$ cat src/rtl/div14x14_seq.sv
// Sequential radix-2 restoring unsigned divider: one quotient bit per enabled clock,
// load/done handshake, clock-enable stall and divide-by-zero flagging.
module div14x14_seq #(
    parameter int WID = 14
) (
    input  logic           clk,
    input  logic           rst_n,
    input  logic           ce,
    input  logic           ld,
    input  logic [WID-1:0] a,
    input  logic [WID-1:0] b,
    output logic [WID-1:0] q,
    output logic [WID-1:0] r,
    output logic           done,
    output logic           busy,
    output logic           dbz
);

    localparam int CW = $clog2(WID + 1);

    typedef enum logic [1:0] {
        IDLE = 2'd0,
        ZCHK = 2'd1,
        DIV  = 2'd2,
        DONE = 2'd3
    } state_t;

    state_t           r_state;
    state_t           w_state_next;
    logic [WID:0]     r_rem;
    logic [WID:0]     w_rem_next;
    logic [WID-1:0]   r_qs;
    logic [WID-1:0]   w_qs_next;
    logic [WID-1:0]   r_dv;
    logic [WID-1:0]   w_dv_next;
    logic [CW-1:0]    r_cnt;
    logic [CW-1:0]    w_cnt_next;
    logic [WID-1:0]   r_q;
    logic [WID-1:0]   w_q_next;
    logic [WID-1:0]   r_r;
    logic [WID-1:0]   w_r_next;
    logic             r_done;
    logic             w_done_next;
    logic             r_dbz;
    logic             w_dbz_next;

    // Restoring step: shift the next dividend bit into the partial remainder and
    // keep the subtraction only when it does not borrow.
    logic [WID:0]     w_shift;
    logic [WID:0]     w_trial;
    logic             w_qbit;
    logic [WID:0]     w_rem_step;
    logic [WID-1:0]   w_qs_step;

    assign w_shift    = {r_rem[WID-1:0], r_qs[WID-1]};
    assign w_trial    = w_shift - {1'b0, r_dv};
    assign w_qbit     = ~w_trial[WID];
    assign w_rem_step = w_qbit ? w_trial : w_shift;
    assign w_qs_step  = {r_qs[WID-2:0], w_qbit};

    always_comb begin
        w_state_next = r_state;
        w_rem_next   = r_rem;
        w_qs_next    = r_qs;
        w_dv_next    = r_dv;
        w_cnt_next   = r_cnt;
        w_q_next     = r_q;
        w_r_next     = r_r;
        w_done_next  = r_done;
        w_dbz_next   = r_dbz;
        case (r_state)
            IDLE, DONE: begin
                if (ld) begin
                    w_qs_next    = a;
                    w_dv_next    = b;
                    w_rem_next   = '0;
                    w_cnt_next   = CW'(WID);
                    w_done_next  = 1'b0;
                    w_dbz_next   = 1'b0;
                    w_state_next = ZCHK;
                end
            end
            ZCHK: begin
                if (r_dv == '0) begin
                    // Saturated quotient; the remainder reports the untouched dividend.
                    w_q_next     = '1;
                    w_r_next     = r_qs;
                    w_dbz_next   = 1'b1;
                    w_done_next  = 1'b1;
                    w_state_next = DONE;
                end else begin
                    w_state_next = DIV;
                end
            end
            DIV: begin
                w_rem_next = w_rem_step;
                w_qs_next  = w_qs_step;
                w_cnt_next = r_cnt - CW'(1);
                if (r_cnt == CW'(1)) begin
                    w_q_next     = w_qs_step;
                    w_r_next     = w_rem_step[WID-1:0];
                    w_done_next  = 1'b1;
                    w_state_next = DONE;
                end
            end
            default: w_state_next = IDLE;
        endcase
    end

    always_ff @(posedge clk or negedge rst_n) begin
        if (!rst_n) begin
            r_state <= IDLE;
            r_rem   <= '0;
            r_qs    <= '0;
            r_dv    <= '0;
            r_cnt   <= '0;
            r_q     <= '0;
            r_r     <= '0;
            r_done  <= 1'b0;
            r_dbz   <= 1'b0;
        end else if (ce) begin
            r_state <= w_state_next;
            r_rem   <= w_rem_next;
            r_qs    <= w_qs_next;
            r_dv    <= w_dv_next;
            r_cnt   <= w_cnt_next;
            r_q     <= w_q_next;
            r_r     <= w_r_next;
            r_done  <= w_done_next;
            r_dbz   <= w_dbz_next;
        end
    end

    assign q    = r_q;
    assign r    = r_r;
    assign done = r_done;
    assign dbz  = r_dbz;
    assign busy = (r_state == ZCHK) || (r_state == DIV);

endmodule

$ cat config.mk
export PLATFORM = sky130hd
export DESIGN_NAME = div14x14_seq
export DESIGN_NICKNAME = d
export VERILOG_FILES = /design/src/rtl/div14x14_seq.sv
export SDC_FILE = /design/constraint.sdc
export NUM_CORES = 1
export LEC_CHECK = 0
export CAP_MARGIN = 25
export CORE_MARGIN = 10
export CORE_UTILIZATION = 50
export DETAILED_ROUTE_END_ITERATION = 8
export GPL_ROUTABILITY_DRIVEN = 0
export PLACE_DENSITY = 0.77
export SYNTH_ARGS = -nofsm -noshare
export SYNTH_HDL_FRONTEND = slang
export SYNTH_SLANG_ARGS = --single-unit
export TNS_END_PERCENT = 50
$ cat constraint.sdc
create_clock -name clk -period 2.25 [get_ports clk]
set_input_delay 0.3375 -clock clk [delete_from_list [all_inputs] [get_ports clk]]
set_output_delay 0.3375 -clock clk [all_outputs]
set_load 0.1 [all_outputs]
==> results.yml <==
route:
  avgViaCountPerCell: 5.715
  vias: 4189
  routed_wl_mm: 13.25
  ant_nets: 0
  wl_per_cell_um: 18.07
  first_pass_iters: 5
  drt_iter0_drc: 276
  drc_errors: 0
critical_path:
  reg2reg_from: "r_rem[0]"
  slowest_delay_ns: 0.42
  worstRegToRegCells: 9
  r2r_setup_slack_ns: -0.24
  path_max_fanout: 2
  required_ns: 2.51
  endpoint_kind: "register"
  crit_chain: "ha_1 -> nor2b_4 -> o2111ai_2 -> a31o_1 -> o211a_1 -> o311ai_4 -> buf_4 -> mux2i_2 -> a221oi_2"
  critPathSlowestCell: "dfrtp_1"
  cp.arrival_ns: 2.75
  startpoint_type: "register"
  criticalPathCategory: "reg2reg"
  r2r_end: "r[13]"
die:
  fp.dieArea_um2: 13290
  core-area_um2: 8763
  io_pins: 63
  fp.dieH_um: 115.3
  start_util_pct: 51.81
  die_w_um: 115.3
  num_rows: 34
logic_synthesis:
  synth_edf_count: 0
  yosys-top-cells-area: "dfrtp_1 (43%), mux2i_1 (5.3%), ha_1 (5.0%)"
  synth_top_cell_by_area: "dfrtp_1"
  synth.top_cells.by_count: "dfrtp_1 (78), o21ai_0 (45), inv_1 (44)"
  synth_top_area_share_pct: 42.99
  ys_seq_elements: 78
  syn-num-nets: 528
  ys_types: 63
  seq_area_frac_synth_pct: 42.99
  synthCells: 477
  syn_avg_cell_area_um2: 9.519
  async_reset_ff_share_pct: 100.0
  ys.flop_type: "dfrtp_1"
  synth.most_common_cell: "dfrtp_1"
  syn_area_um2: 4541
  ys_warn_count: 0
timing:
  maxSlewHeadroom_pct: 65.11
  hold_violations: 0
  grt_setup_unrepaired: "yes"
  fin_skew_ns: 0.01025
  worstMarginPinSlew_ns: 0.5233
  final.period_utilization_pct: 110.6
  max_freq_mhz: 401.8
  maxSlewViolCount: 0
  setup_viol: 29
  fin_crit_ns: 2.489
  tns_ns: -4.112
  fin_ws_ns: -0.2389
run:
  cap_violations: 0
clock_tree:
  cts.sinks: 78
  cts.path.max_buffers: 2
  cts_max_level: 3
  cts_buffers: 9
  cts_tree: "yes"
  cts.clk_slew.worst_paths_ns: 0.09
  clock_latency_ns: 0.36
  root_buffer: "clkbuf_8"
place:
  hpwlAfterDp_mm: 9.386
  io_buffers: 62
status:
  violations: "negative setup slack"
  status: "finished with violations"
grt:
  track_usage_pct: 20.10
  grt_pass1_vias: 4440
  overflow: 0
  grt_antenna_before_repair: 0
  grt_pass1_wl_mm: 21.73
  grt_start_max_net_pins: 48
final_layout:
  fill_cells: 607
  drive_gt1_share_pct: 35.52
  syn2layout_area_growth_pct: 42.88
  antenna_cells: 0
  nNetsFinal: 671
hold_path:
  hold_path_class: "in2async"
==> what timing repair did <==
item | 4_1_cts | 5_1_grt
pin swaps | 13 | 8
gates resized for setup | 44 | 16
setup endpoints to repair | 28 | 41
setup buffers | 5 | 2
hold buffers | 1 | 0
gates cloned | 1 | 0
endpoints found under the hold margin | 38 | 0
==> layout by cell type, fill, tap and decap left out, types with 3 or more instances in the layout <==
cell and n:
a21o_1 5, a21oi_1 9, a21oi_2 4, a21oi_4 3, a22oi_1 3, a31oi_1 18
and3_1 3, buf_12 6, buf_4 118, clkbuf_8 10, clkdlybuf4s50_1 30, dfrtp_1 78
ha_1 11, ha_4 6, inv_1 40, inv_2 4, mux2_2 15, mux2_4 3
mux2i_1 15, mux2i_2 3, mux2i_4 6, nand2_1 43, nand2b_1 4, nand3_1 10
nor2_1 33, nor2b_1 4, o2111ai_2 3, o21ai_0 45, o21ai_1 9, o22ai_1 3
o31ai_1 3, o31ai_2 4, o31ai_4 3, xnor2_1 5, xor2_1 4
==> registers in the layout, summed over array words and instances, names as in the netlist <==
signal	flops
r	14
dbz	1
r_qs	14
r_rem	14
q	14
done	1
r_dv	14
r_cnt	4
r_state	2
==> layout make-up <==
type,count,area [um2],share of cell area (%)
inverter,45,168.9,2.604
timing repair buffer,157,1339,20.64
clock inverter,5,58.81,0.9065
multi-input combinational,329,2693,41.50
tap,108,135.1,2.083
sequential,78,1952,30.09
clock buffer,11,141.4,2.179
==> how the worst max path moves through the flow <==
stage,startpoint,endpoint,slack (ns),cells after the start
2_1_floorplan,r_dv[9],r_rem[12],-0.06,11
3_3_place_gp,r_rem[0],r[13],-0.22,9
3_5_place_dp,r_rem[0],r[13],-0.35,9
4_1_cts,r_dv[0],r_rem[7],-0.17,11
5_1_grt,r_qs[13],r[11],-0.35,12
6_report,r_rem[0],r[13],-0.24,9
==> worst max-delay path: cells and delay by family, from the launching register on <==
kind                       cells  cell delay (ns)
muxes                          1             0.08
AOI/OAI and AO/OA              5             1.26
adders and majority gates      1             0.30
buffers and inverters          1             0.17
DFF                            1             0.42
and+or+nand+nor                1             0.16
==> stage by stage <==
| step | utilization [%] | hold slack, ns | setup slack [ns] | area, um2 | instances |
|---|---|---|---|---|---|
| final | 74.03 | 0.5062 | -0.2389 | 6487 | 733 |
| after global routing | 74.03 | 0.5650 | -0.3510 | 6487 | 733 |
| after CTS | 73.00 | 0.5048 | -0.1747 | 6397 | 732 |
| after detailed placement | 67.08 | 0.3518 | -0.3452 | 5878 | 709 |
| after global placement | 67.08 | 0.3460 | -0.2150 | 5878 | 709 |
| after floorplan | - | 0.04191 | -0.06282 | 4587 | 477 |
==> kinds of logic after synthesis <==
group,count (synthesis),share of synthesized area (%)
flops,78,42.99
mux,42,9.920
buf+inv,70,6.338
compound gates,139,20.72
fa+ha+maj,19,5.401
simple gates,117,11.90
xor+xnor,12,2.728
==> layer usage <==
metal | wire length (um) | GRT usage, % | share of wire (%) | vias up
met5 | 0 | 0 | 0 | -
met2 | 6569 | 33.93 | 50 | 148
li1 | - | - | - | 1967
met3 | 849 | 5.365 | 6.4 | 35
met4 | 340 | 7.178 | 2.6 | 0
met1 | 5489 | 24.09 | 41 | 2039
Power is not shown: default switching activity piles up to over one toggle a cycle in this logic, so the estimate is an artifact.
